$ cat src/rtl/gate_seq_pkg.sv
// Shared types and constants for the gate vector sequencer and its golden model.
package gate_seq_pkg;

    localparam int Y_W   = 6;
    localparam int VEC_N = 4;
    localparam int VEC_W = 2;
    localparam int CNT_W = 4;
    localparam int ERR_W = 3;

    // Bit positions inside the gate output word y
    localparam int IDX_AND  = 5;
    localparam int IDX_NAND = 4;
    localparam int IDX_NOR  = 3;
    localparam int IDX_OR   = 2;
    localparam int IDX_XNOR = 1;
    localparam int IDX_XOR  = 0;

    typedef enum logic [2:0] {
        ST_IDLE,
        ST_DRIVE,
        ST_SETTLE,
        ST_CHECK,
        ST_DONE
    } seq_state_t;

endpackage

$ cat src/rtl/gate_expected.sv
// Combinational golden model: expected gate outputs for a 2-bit input vector {a,b}.
module gate_expected
    import gate_seq_pkg::*;
(
    input  logic [VEC_W-1:0] vec,
    output logic [Y_W-1:0]   expected
);

    logic in_a;
    logic in_b;

    assign in_a = vec[1];
    assign in_b = vec[0];

    always_comb begin
        expected           = '0;
        expected[IDX_AND]  = in_a & in_b;
        expected[IDX_NAND] = ~(in_a & in_b);
        expected[IDX_NOR]  = ~(in_a | in_b);
        expected[IDX_OR]   = in_a | in_b;
        expected[IDX_XNOR] = ~(in_a ^ in_b);
        expected[IDX_XOR]  = in_a ^ in_b;
    end

endmodule

$ cat src/rtl/gate_vector_sequencer.sv
// Steps a 2-input gate block through all four input vectors, checks its outputs
// against the golden model and accumulates pass/fail status.
module gate_vector_sequencer
    import gate_seq_pkg::*;
#(
    parameter int SETTLE_CYCLES = 1
) (
    input  logic             clk,
    input  logic             rst_n,
    input  logic             start,
    input  logic [Y_W-1:0]   y,
    output logic             a,
    output logic             b,
    output logic             busy,
    output logic             done,
    output logic             pass,
    output logic [ERR_W-1:0] err_count,
    output logic [VEC_N-1:0] err_mask,
    output logic [Y_W-1:0]   fail_bits
);

    localparam logic [CNT_W-1:0] SETTLE_LOAD = CNT_W'(SETTLE_CYCLES - 1);
    localparam logic [VEC_W-1:0] LAST_IDX    = VEC_W'(VEC_N - 1);

    seq_state_t        state;
    seq_state_t        next_state;
    logic [VEC_W-1:0]  idx;
    logic [CNT_W-1:0]  settle_cnt;
    logic [Y_W-1:0]    expected;
    logic [Y_W-1:0]    diff;
    logic              mismatch;
    logic [ERR_W-1:0]  err_count_next;
    logic [VEC_N-1:0]  idx_onehot;
    logic              last_vec;

    gate_expected u_expected (
        .vec      (idx),
        .expected (expected)
    );

    assign diff           = y ^ expected;
    assign mismatch       = |diff;
    assign err_count_next = mismatch ? err_count + ERR_W'(1) : err_count;
    assign idx_onehot     = VEC_N'(1) << idx;
    assign last_vec       = (idx == LAST_IDX);

    always_ff @(posedge clk or negedge rst_n) begin
        if (!rst_n) begin
            state <= ST_IDLE;
        end else begin
            state <= next_state;
        end
    end

    always_comb begin
        next_state = state;
        case (state)
            ST_IDLE,
            ST_DONE:   if (start) next_state = ST_DRIVE;
            ST_DRIVE:  next_state = ST_SETTLE;
            ST_SETTLE: if (settle_cnt == '0) next_state = ST_CHECK;
            ST_CHECK:  next_state = last_vec ? ST_DONE : ST_DRIVE;
            default:   next_state = ST_IDLE;
        endcase
    end

    // Datapath: stimulus, settle timer and result registers all move in lockstep with the FSM.
    always_ff @(posedge clk or negedge rst_n) begin
        if (!rst_n) begin
            idx        <= '0;
            settle_cnt <= '0;
            a          <= 1'b0;
            b          <= 1'b0;
            busy       <= 1'b0;
            done       <= 1'b0;
            pass       <= 1'b0;
            err_count  <= '0;
            err_mask   <= '0;
            fail_bits  <= '0;
        end else begin
            case (state)
                ST_IDLE,
                ST_DONE: begin
                    if (start) begin
                        idx       <= '0;
                        a         <= 1'b0;
                        b         <= 1'b0;
                        busy      <= 1'b1;
                        done      <= 1'b0;
                        pass      <= 1'b0;
                        err_count <= '0;
                        err_mask  <= '0;
                        fail_bits <= '0;
                    end
                end
                ST_DRIVE: begin
                    settle_cnt <= SETTLE_LOAD;
                end
                ST_SETTLE: begin
                    if (settle_cnt != '0) begin
                        settle_cnt <= settle_cnt - CNT_W'(1);
                    end
                end
                ST_CHECK: begin
                    err_count <= err_count_next;
                    if (mismatch) begin
                        err_mask  <= err_mask | idx_onehot;
                        fail_bits <= fail_bits | diff;
                    end
                    if (last_vec) begin
                        busy <= 1'b0;
                        done <= 1'b1;
                        pass <= (err_count_next == '0);
                    end else begin
                        idx <= idx + VEC_W'(1);
                        a   <= (idx + VEC_W'(1)) >> 1;
                        b   <= idx[0] ^ 1'b1;
                    end
                end
                default: begin
                    busy <= 1'b0;
                    done <= 1'b0;
                    pass <= 1'b0;
                end
            endcase
        end
    end

endmodule

$ cat config.mk
export PLATFORM = sky130hd
export DESIGN_NAME = gate_vector_sequencer
export DESIGN_NICKNAME = d
export VERILOG_FILES = /design/src/rtl/gate_seq_pkg.sv /design/src/rtl/gate_expected.sv /design/src/rtl/gate_vector_sequencer.sv
export SDC_FILE = /design/constraint.sdc
export NUM_CORES = 1
export LEC_CHECK = 0
export ABC_AREA = 0
export ABC_CLOCK_PERIOD_IN_PS = 2240
export BUFFER_PORTS_ARGS = -buffer_cell sky130_fd_sc_hd__clkbuf_2
export CORE_AREA = 10 10 62 64
export CTS_BUF_LIST = sky130_fd_sc_hd__clkbuf_4 sky130_fd_sc_hd__clkbuf_8 sky130_fd_sc_hd__clkbuf_16
export DETAILED_ROUTE_END_ITERATION = 7
export DIE_AREA = 0 0 72 74
export PLACE_DENSITY = 0.75
export SLEW_MARGIN = 15
export SYNTH_ARGS = -nofsm -noshare
export SYNTH_HDL_FRONTEND = slang
export SYNTH_SLANG_ARGS = --single-unit
$ cat constraint.sdc
create_clock -name clk -period 2.24 [get_ports clk]
set_clock_uncertainty 0.15 [all_clocks]
set_input_delay 0.224 -clock clk [delete_from_list [all_inputs] [get_ports clk]]
set_output_delay 0.224 -clock clk [all_outputs]
set_load 0.1 [all_outputs]
==> flow_summary.toml <==
[status]
outcome = "finished, final reports clean"

[yosys]
synth-seq-area-share_pct = 45.87
yosysTopAreaCell = "dfrtp_1"
synth_cell_types = 38
synth-seq-cells = 25
synthDominantCellAreaShare_pct = 45.87
avgSynthCellArea_um2 = 10.10
postSynthCellCount = 135
syn_nets = 150
ys_warn_count = 0
syn-cell-area_um2 = 1364
yosys-top-cells-area = "dfrtp_1, ha_1, a21oi_1"

[drt]
wl_met1_um = 1311
drtAntennaViolNets = 0
wl_met2_um = 1435
drt_first_pass_iters = 4
wire_per_inst_um = 15.26
viasPerCell = 5.552
vias = 1077
met3RoutedLength_um = 167
drc = 0
drt_wl_total_um = 2961
dr.max_layer_used = "met4"
drt_iter0_drc = 91

[floorplanning]
initial_utilization_pct = 51.22
die_x_um = 72
fp.dieArea_um2 = 5328
die-height_um = 74
ios = 27
rows = 19
core_area_um2 = 2663

[worst_setup_path]
ff2ff_setup_slack_ns = 0.17
cp.arrival_ns = 2.13
slowest_stage = "dfrtp_4"
cp.required_ns = 2.30
path_depth = 6
r2r_cells = 6
cp-start-kind = "register"
path_buf_inv = 1
crit_type = "register to register"
startpoint = "a$_DFFE_PN0P_"
crit_fanout = 4
slowest_delay_ns = 0.52
timing.rr.start = "a$_DFFE_PN0P_"
critPathTopFamily = "flip-flops"
path_cells = "inv_1 > ha_4 > xor2_1 > or4_4 > o21ai_2 > mux2i_1"
endpoint_kind = "register"
timing.rr.end = "err_count[0]$_DFFE_PN0P_"

[clocking]
tritoncts = "yes"
cts_resized = 0
root_buffer = "clkbuf_4"
cts_buffers = 3
clk_pin_slew_worst_paths_ns = 0.14
clock_latency_ns = 0.32
cts_num_sinks = 25
htree_num_levels = 1
cts_buffer_depth = 2
postCtsSetupBuffers = 0

[global_route]
grt_pass1_vias = 1117
grt_max_degree = 26
antenna_found_initial = 0
gr-usage-all-layers_pct = 11.83
grt-ovfl-total = 0
grt_pass1_wl_um = 5078

[placement]
place_area_um2 = 1536
gp_congestion = 0.7767
placedCellCount = 189
dpl.hpwl_um = 2357
io_buffers = 26

[finish]
drive_gt1_share_pct = 28.22
final_cell_mix = "clkbuf_2, dfrtp_1, nor2_1"
area_delta_synth_final_pct = 15.60
antenna_cells = 0
finalNonFillerCells = 194
fill_cells = 233
fin_area_um2 = 1577
multi_input_area_um2 = 674.4
fin_nets = 179
regArea_um2 = 633.1
final_common_cell = "clkbuf_2"

[worst_hold_path]
hold_path.class = "input pin to register"
holdPathStages = 4
hold_end = "state[2]$_DFFE_PN0P_"
hp-start = "start"

[sta]
setup_violations = 0
slew_headroom_pct = 52.82
grt_setup_unrepaired = "no"
hold_viol_final = 0
fmax_mhz = 484.1
fin_crit_ns = 2.066
fin_setup_tns_ns = 0
slew_viol_final = 0
tightestPinTransition_ns = 0.7017
fin_crit_sh_pct = 92.22

[run]
maxCapViolCount = 0
[worst max-delay path by stage]
stage	slack, ns	end
4_1_cts	0.16	err_count[0]$_DFFE_PN0P_
6_report	0.17	err_count[0]$_DFFE_PN0P_
3_5_place_dp	0.18	err_count[0]$_DFFE_PN0P_
2_1_floorplan	0.03	err_count[0]$_DFFE_PN0P_
5_1_grt	0.09	err_mask[2]$_DFFE_PN0P_
3_3_place_gp	0.25	err_count[0]$_DFFE_PN0P_
[routing by layer]
layer,up-vias,track usage (%)
met5,-,0
met1,515,13.67
met3,4,3.457
li1,529,-
met2,29,20.00
met4,0,5.161
[final cells by class]
type                            instances  share of cell area (%)
Clock buffer                            4                   1.905
Inverter                                8                   1.905
Multi-Input combinational cell         95                   42.78
Sequential cell                        25                   40.16
Tap cell                               31                   2.460
Timing Repair Buffer                   31                   10.79
[cell families (layout without fill, tap and decap cells)]
| logic type | after synthesis | in the layout | share of synthesized area, % |
|---|---|---|---|
| AO/OA/AOI/OAI | 33 | 33 | 16.05 |
| XOR/XNOR | 9 | 9 | 6.331 |
| adder cells (fa/ha/maj) | 6 | 6 | 5.504 |
| buffers and inverters | 15 | 43 | 5.596 |
| flip-flops | 25 | 25 | 45.87 |
| multiplexers | 3 | 3 | 2.202 |
| AND/OR/NAND/NOR | 44 | 44 | 18.44 |
[synthesized netlist by cell type (all sizes together)]
cell      n
dfrtp    25
nand3     3
o31ai     2
nand2    11
or4       1
nor4      2
ha        6
xor2      5
o311ai    1
nor4b     1
nor2     13
or2       1
inv       8
and3b     1
a21oi    12
o2111a    1
buf       6
clkbuf    1
o21a      1
nand4b    1
a31oi     2
or3       2
xnor2     4
nand3b    1
mux2i     3
nor3      3
a22o      6
nor3b     2
o21ai     7
or3b      1
o2bb2ai   1
nand2b    1
[flip-flops by register name, summed over array words and instances (netlist names)]
| name | cells |
|---|---|
| fail_bits | 6 |
| err_mask | 4 |
| settle_cnt | 4 |
| err_count | 3 |
| state | 3 |
| a | 1 |
| b | 1 |
| busy | 1 |
| done | 1 |
| pass | 1 |
[worst reg2reg max path: stages (launching register included)]
cell	delay (ns)
dfrtp_4	0.52
inv_1	0.15
ha_4	0.24
xor2_1	0.21
or4_4	0.51
o21ai_2	0.12
mux2i_1	0.07
[repair_timing]
action	in CTS	in global routing
hold buffers	1	0
hold endpoints to repair	25	0
endpoints found under the setup margin	0	0
[metrics by stage]
step	util [%]	worst slack, ns	hold slack [ns]
floorplan	-	0.03452	-0.2216
global placement	57.71	0.2475	0.1080
detailed placement	57.71	0.1793	0.1196
CTS	59.21	0.1588	0.07552
global route	59.21	0.08613	0.09036
finish	59.21	0.1743	0.07024
Power is left out: the tool's default activity adds up to more than one toggle a clock period on the data nets, which glitch-free logic cannot reach.
